File: src/rtl/bubble_outbuffer_loader.sv
// Write-side engine for the bubble output buffer: takes a load request, pulls bytes
// from an upstream source and serializes them into one-bit buffer writes.
module bubble_outbuffer_loader #(
    parameter int MSBFIRST = 1
) (
    input  logic        MCLK,
    input  logic        nRESET,
    input  logic        START,
    input  logic [14:0] BASEADDR,
    input  logic [13:0] BITCOUNT,
    input  logic        ABORT,
    output logic        BYTEREQ,
    input  logic        BYTEVALID,
    input  logic [7:0]  BYTEDATA,
    output logic        nOUTBUFWCLKEN,
    output logic [14:0] OUTBUFWADDR,
    output logic        OUTBUFWDATA,
    output logic        BUSY,
    output logic        DONE
);

    typedef enum logic [2:0] {
        ST_IDLE  = 3'd0,
        ST_FETCH = 3'd1,
        ST_SHIFT = 3'd2,
        ST_FIN   = 3'd3,
        ST_NULL  = 3'd4
    } state_t;

    state_t      state_q;
    logic [14:0] addr_q;
    logic [13:0] rem_q;
    logic [7:0]  shift_q;
    logic [2:0]  bitidx_q;

    logic        byte_req_q;
    logic        wen_n_q;
    logic [14:0] waddr_q;
    logic        wdata_q;
    logic        busy_q;
    logic        done_q;

    logic [14:0] addr_inc_s;
    logic [13:0] rem_dec_s;
    logic        byte_end_s;

    function automatic logic head_bit(input logic [7:0] b);
        return (MSBFIRST != 0) ? b[7] : b[0];
    endfunction

    function automatic logic [7:0] shift_next(input logic [7:0] b);
        return (MSBFIRST != 0) ? {b[6:0], 1'b0} : {1'b0, b[7:1]};
    endfunction

    assign addr_inc_s = addr_q + 15'd1;
    assign rem_dec_s  = rem_q - 14'd1;
    // bitidx wraps to zero once all eight bits of the byte have been emitted
    assign byte_end_s = (rem_q == 14'd0) || (bitidx_q == 3'd0);

    // Load sequencer; every output is a register updated here.
    always_ff @(posedge MCLK or negedge nRESET) begin
        if (!nRESET) begin
            state_q    <= ST_IDLE;
            addr_q     <= 15'd0;
            rem_q      <= 14'd0;
            shift_q    <= 8'd0;
            bitidx_q   <= 3'd0;
            byte_req_q <= 1'b0;
            wen_n_q    <= 1'b1;
            waddr_q    <= 15'd0;
            wdata_q    <= 1'b0;
            busy_q     <= 1'b0;
            done_q     <= 1'b0;
        end else if (ABORT) begin
            state_q    <= ST_IDLE;
            byte_req_q <= 1'b0;
            wen_n_q    <= 1'b1;
            busy_q     <= 1'b0;
            done_q     <= 1'b0;
        end else begin
            case (state_q)
                ST_IDLE: begin
                    done_q <= 1'b0;
                    if (START) begin
                        if (BITCOUNT != 14'd0) begin
                            addr_q     <= BASEADDR;
                            rem_q      <= BITCOUNT;
                            byte_req_q <= 1'b1;
                            busy_q     <= 1'b1;
                            state_q    <= ST_FETCH;
                        end else begin
                            state_q <= ST_NULL;
                        end
                    end else begin
                        state_q <= ST_IDLE;
                    end
                end
                ST_FETCH: begin
                    if (BYTEVALID) begin
                        byte_req_q <= 1'b0;
                        wen_n_q    <= 1'b0;
                        waddr_q    <= addr_q;
                        wdata_q    <= head_bit(BYTEDATA);
                        shift_q    <= shift_next(BYTEDATA);
                        addr_q     <= addr_inc_s;
                        rem_q      <= rem_dec_s;
                        bitidx_q   <= 3'd1;
                        state_q    <= ST_SHIFT;
                    end else begin
                        state_q <= ST_FETCH;
                    end
                end
                ST_SHIFT: begin
                    if (byte_end_s) begin
                        wen_n_q <= 1'b1;
                        if (rem_q == 14'd0) begin
                            busy_q  <= 1'b0;
                            done_q  <= 1'b1;
                            state_q <= ST_FIN;
                        end else begin
                            byte_req_q <= 1'b1;
                            state_q    <= ST_FETCH;
                        end
                    end else begin
                        wen_n_q  <= 1'b0;
                        waddr_q  <= addr_q;
                        wdata_q  <= head_bit(shift_q);
                        shift_q  <= shift_next(shift_q);
                        addr_q   <= addr_inc_s;
                        rem_q    <= rem_dec_s;
                        bitidx_q <= bitidx_q + 3'd1;
                    end
                end
                ST_NULL: begin
                    // zero-length load: no writes, DONE one cycle later than the request
                    done_q  <= 1'b1;
                    state_q <= ST_FIN;
                end
                ST_FIN: begin
                    done_q  <= 1'b0;
                    state_q <= ST_IDLE;
                end
                default: begin
                    byte_req_q <= 1'b0;
                    wen_n_q    <= 1'b1;
                    busy_q     <= 1'b0;
                    done_q     <= 1'b0;
                    state_q    <= ST_IDLE;
                end
            endcase
        end
    end

    assign BYTEREQ       = byte_req_q;
    assign nOUTBUFWCLKEN = wen_n_q;
    assign OUTBUFWADDR   = waddr_q;
    assign OUTBUFWDATA   = wdata_q;
    assign BUSY          = busy_q;
    assign DONE          = done_q;

endmodule

File: config.mk
export PLATFORM = sky130hd
export DESIGN_NAME = bubble_outbuffer_loader
export DESIGN_NICKNAME = d
export VERILOG_FILES = /design/src/rtl/bubble_outbuffer_loader.sv
export SDC_FILE = /design/constraint.sdc
export NUM_CORES = 1
export LEC_CHECK = 0
export ABC_AREA = 1
export CORE_MARGIN = 4
export CORE_UTILIZATION = 55
export DETAILED_ROUTE_END_ITERATION = 12
export PLACE_DENSITY = 0.82
export SLEW_MARGIN = 20
export SYNTH_ARGS = -nofsm -noshare
export SYNTH_HDL_FRONTEND = slang
export SYNTH_SLANG_ARGS = --single-unit
export TNS_END_PERCENT = 1
File: constraint.sdc
create_clock -name MCLK -period 4.9 [get_ports MCLK]
set_input_delay 0.98 -clock MCLK [delete_from_list [all_inputs] [get_ports MCLK]]
set_output_delay 0.98 -clock MCLK [all_outputs]
set_load 0.05 [all_outputs]
==> Implementation_results.wiki <==
{| class="wikitable"
! Metric !! Value
|-
| Count of non-filler cells in the finished layout || 691
|-
| Cell variety after synth || 31
|-
| Half-perimeter wire length after detailed placement || 6364 um
|-
| PortBufs || 61
|-
| Total clock buffers created by CTS || 9
|-
| Status || finished, final reports clean
|-
| Number of H-tree levels || 3
|-
| Commonest register cell after synthesis || sky130_fd_sc_hd__dfrtp_1
|-
| Number of buffers inserted by post-CTS setup repair || 0
|-
| Antenna violations before repair || 0
|-
| Final critical path time including I/O delays and setup || 2.741 ns
|-
| Pin count of the biggest net entering global routing || 63
|-
| Synthesis-stage register bit count || 62
|-
| Warnings, synthesis || 0
|-
| Clock Skew || 0.007892 ns
|-
| Initial core utilization || 58.22%
|-
| First-iteration detailed-routing DRC count || 259
|-
| Leak pwr || 2.414 nW
|-
| Capture instance of the worst register-to-register path || OUTBUFWADDR[0]$_DFFE_PN0P_
|-
| Number of global-route vias before repair || 3558
|-
| Final Cycle Share || 55.94%
|-
| Global route total overflow || 0
|-
| Depth of the worst hold-timing path || 2
|-
| Signal arrival time at the worst endpoint || 2.98 ns
|-
| CP cell instances || nand2_1 > nand2_2 > nor2_4 > inv_2 > nor3_4 > nand2_4 > o21ai_0
|-
| Required time of the critical path || 5.14 ns
|-
| Peak per-stage delay on the critical path || 0.53 ns
|-
| Peak fanout along the critical path || 49
|-
| Hold Startpoint || BUSY$_DFFE_PN0P_
|-
| Normalized max-slew margin || 47.64%
|-
| CTS Root Buffer Type || sky130_fd_sc_hd__clkbuf_8
|-
| Instance count of the mapped netlist || 554
|-
| Number of antenna repair diodes || 0
|-
| Endpoints failing setup || 0
|-
| Post-cts gate resize count || 0
|-
| Filler instances || 537
|-
| Crit Path Category || reg2reg
|-
| HP Class || reg2reg
|-
| Startpoint of the lowest-slack register-to-register path || state_q[1]$_DFFE_PN0P_
|-
| RSZ-0062 raised after global routing || no
|-
| Via count || 3709
|-
| Final hold violation count || 0
|-
| Worst skew pair latency || 0.34 ns
|-
| Max capacitance violation total || 0
|-
| Mean post-synth cell area || 6.825 um2
|-
| Clock tree from TritonCTS || done
|-
| Area of the core || 0.006495 mm2
|-
| Gr usage total || 23.56%
|-
| Worst setup slack after layout || 2.159 ns
|-
| Final total negative setup slack || 0 ns
|-
| Placer Congestion || 0.9030
|-
| Slowest-stage cell, CP || sky130_fd_sc_hd__nor2_4
|-
| Area added between synthesis and finish || 21.94%
|-
| R2R setup slack || 2.16 ns
|-
| Post-detailed-route count of antenna-violating nets || 0
|-
| Post-synth net total || 600
|-
| # DRC || 0
|-
| Clock-pin slew reported for the worst setup and hold paths after clock tree synthesis || 0.07 ns
|-
| Share of flip-flops with an asynchronous set or reset || 100.0%
|-
| Worst-case hold path end point || BUSY$_DFFE_PN0P_
|-
| Num Clock Sinks || 62
|-
| Worst-case reg-to-reg path depth || 7
|-
| Layout Utilization || 70.99%
|-
| I/O pins || 62
|-
| Max clock buf depth || 2
|-
| Startpoint types || register
|-
| Placed instance count || 675
|-
| Setup slack after placement || 1.937 ns
|-
| Average via count per standard cell || 5.368
|-
| Proportion of synthesized chip area in sequential cells || 41.07%
|-
| Fraction of final layout cells sized beyond drive strength 1 || 7.003%
|-
| Overall die area || 0.008266 mm2
|-
| Die Height || 90.92 um
|-
| Mean routed wirelength per cell || 13.20 um
|-
| Drt pass-1 iters || 5
|-
| Die Width || 90.92 um
|-
| Total wire length || 9122 um
|-
| Maximum clock frequency || 364.8 MHz
|-
| Count of pins over their slew limit || 0
|-
| Number of core rows || 29
|-
| Number of enable flip-flop cells after synthesis || 0
|-
| Cts hold-fix bufs || 0
|-
| First-pass GRT wire length || 16060 um
|-
| Worst IR Drop VDD || 203.5 uV
|-
| Pwr per Cell Area || 507.7 mW/mm2
|-
| Combined area of all synthesized cells || 0.003781 mm2
|-
| Final net count || 655
|-
| Slew at the pin with the worst max-slew slack || 0.7855 ns
|-
| Critical path endpoint category || register
|}
==> cell usage after synthesis (2+ instances only) <==
master                     count  area [um2]
sky130_fd_sc_hd__inv_2         4       15.01
sky130_fd_sc_hd__nand2_2       2       12.51
sky130_fd_sc_hd__inv_1        43       161.4
sky130_fd_sc_hd__mux2i_1       7       70.07
sky130_fd_sc_hd__nand2_1     254       953.4
sky130_fd_sc_hd__nor2_2        3       18.77
sky130_fd_sc_hd__dfrtp_1      61        1526
sky130_fd_sc_hd__or2_2         3       18.77
sky130_fd_sc_hd__nand4_1       4       25.02
sky130_fd_sc_hd__nand3_1      38       190.2
sky130_fd_sc_hd__xor2_1        3       26.28
sky130_fd_sc_hd__nor2_1       41       153.9
sky130_fd_sc_hd__clkbuf_1      7       26.28
sky130_fd_sc_hd__o21bai_1      2       15.01
sky130_fd_sc_hd__nor3_1        5       25.02
sky130_fd_sc_hd__nor2_4        2       22.52
sky130_fd_sc_hd__o21ai_2       6       52.55
sky130_fd_sc_hd__a21oi_1       5       25.02
sky130_fd_sc_hd__nand3_2       2       20.02
sky130_fd_sc_hd__o21ai_0      39       195.2
sky130_fd_sc_hd__buf_2         7       35.03
sky130_fd_sc_hd__buf_6         4       45.04
sky130_fd_sc_hd__ha_1          4       50.05
==> critical path: cells and delay by family, from the launching register on <==
kind	cells	cell delay, ns
simple gates	5	1.45
compound gates	1	0.29
flops	1	0.43
buf+inv	1	0.44
==> stage by stage <==
stage	power [mW]	cell area, um2	hold slack, ns
2_1_floorplan	1.504	3781	0.4419
3_3_place_gp	1.779	4377	0.4547
5_1_grt	2.507	4611	0.4917
4_1_cts	2.352	4611	0.4736
6_report	2.341	4611	0.4678
3_5_place_dp	1.816	4377	0.4568
==> cell families after synthesis <==
logic type / after synthesis / share of synthesized area, %
AND/OR/NAND/NOR: 358 / 39.18
buffers and inverters: 66 / 7.875
adder cells (fa/ha/maj): 4 / 1.324
multiplexers: 7 / 1.853
AO/OA/AOI/OAI: 53 / 7.776
flip-flops: 62 / 41.07
XOR/XNOR: 4 / 0.9267
==> registers in the layout, summed over array words and instances (netlist names) <==
register	flops
OUTBUFWADDR	15
BYTEREQ	1
rem_q	14
addr_q	15
nOUTBUFWCLKEN	1
bitidx_q	3
shift_q	7
state_q	3
DONE	1
BUSY	1
OUTBUFWDATA	1
==> layout make-up <==
type / instances / area [um2] / share of cell area [%]
inverter: 47 / 176.4 / 3.826
timing repair buffer: 63 / 620.6 / 13.46
sequential: 62 / 1553 / 33.68
tap: 77 / 96.34 / 2.090
clock inverter: 3 / 65.06 / 1.411
clock buffer: 13 / 168.9 / 3.664
multi-input combinational: 426 / 1931 / 41.87
==> where the power goes <==
part	switching, mW	leakage [nW]	internal (mW)
registers	0.159	0.786	0.686
clock network	0.197	0.120	0.328
logic	0.638	1.51	0.333
==> worst max-delay path by stage <==
stage / from / end / slack, ns / cells past startpoint
5_1_grt: state_q[1]$_DFFE_PN0P_ / OUTBUFWADDR[0]$_DFFE_PN0P_ / 1.86 / 7
2_1_floorplan: BITCOUNT[0] / addr_q[3]$_DFFE_PN0P_ / 2.80 / 9
3_3_place_gp: BITCOUNT[0] / rem_q[11]$_DFFE_PN0P_ / 2.01 / 9
4_1_cts: state_q[1]$_DFFE_PN0P_ / OUTBUFWADDR[0]$_DFFE_PN0P_ / 2.15 / 7
3_5_place_dp: BITCOUNT[0] / addr_q[14]$_DFFE_PN0P_ / 1.94 / 9
6_report: state_q[1]$_DFFE_PN0P_ / OUTBUFWADDR[0]$_DFFE_PN0P_ / 2.16 / 7
==> cell usage in the layout (no fill, tap or decap), drive strengths merged <==
master / count
dfrtp: 61
nor2: 46
nand2: 257
clkbuf: 13
o21ai: 45
o21bai: 2
and2: 1
nor3: 6
nand4: 4
clkinv: 1
xor2: 3
mux2i: 7
nand3: 40
a21oi: 5
xnor2: 1
bufinv: 2
nand3b: 1
clkdlybuf4s50: 60
ha: 4
or2: 3
a31oi: 1
dfstp: 1
inv: 47
buf: 3
==> layer usage <==
layer  track usage [%]  part of all wire [%]  vias up
met5                 0                     0        -
met3             5.500                   6.0       13
met1             31.12                    46     1739
met4             7.035                   1.1        0
met2             38.73                    47      116
li1                  -                     -     1841
Power figures use the tool's default switching activity.
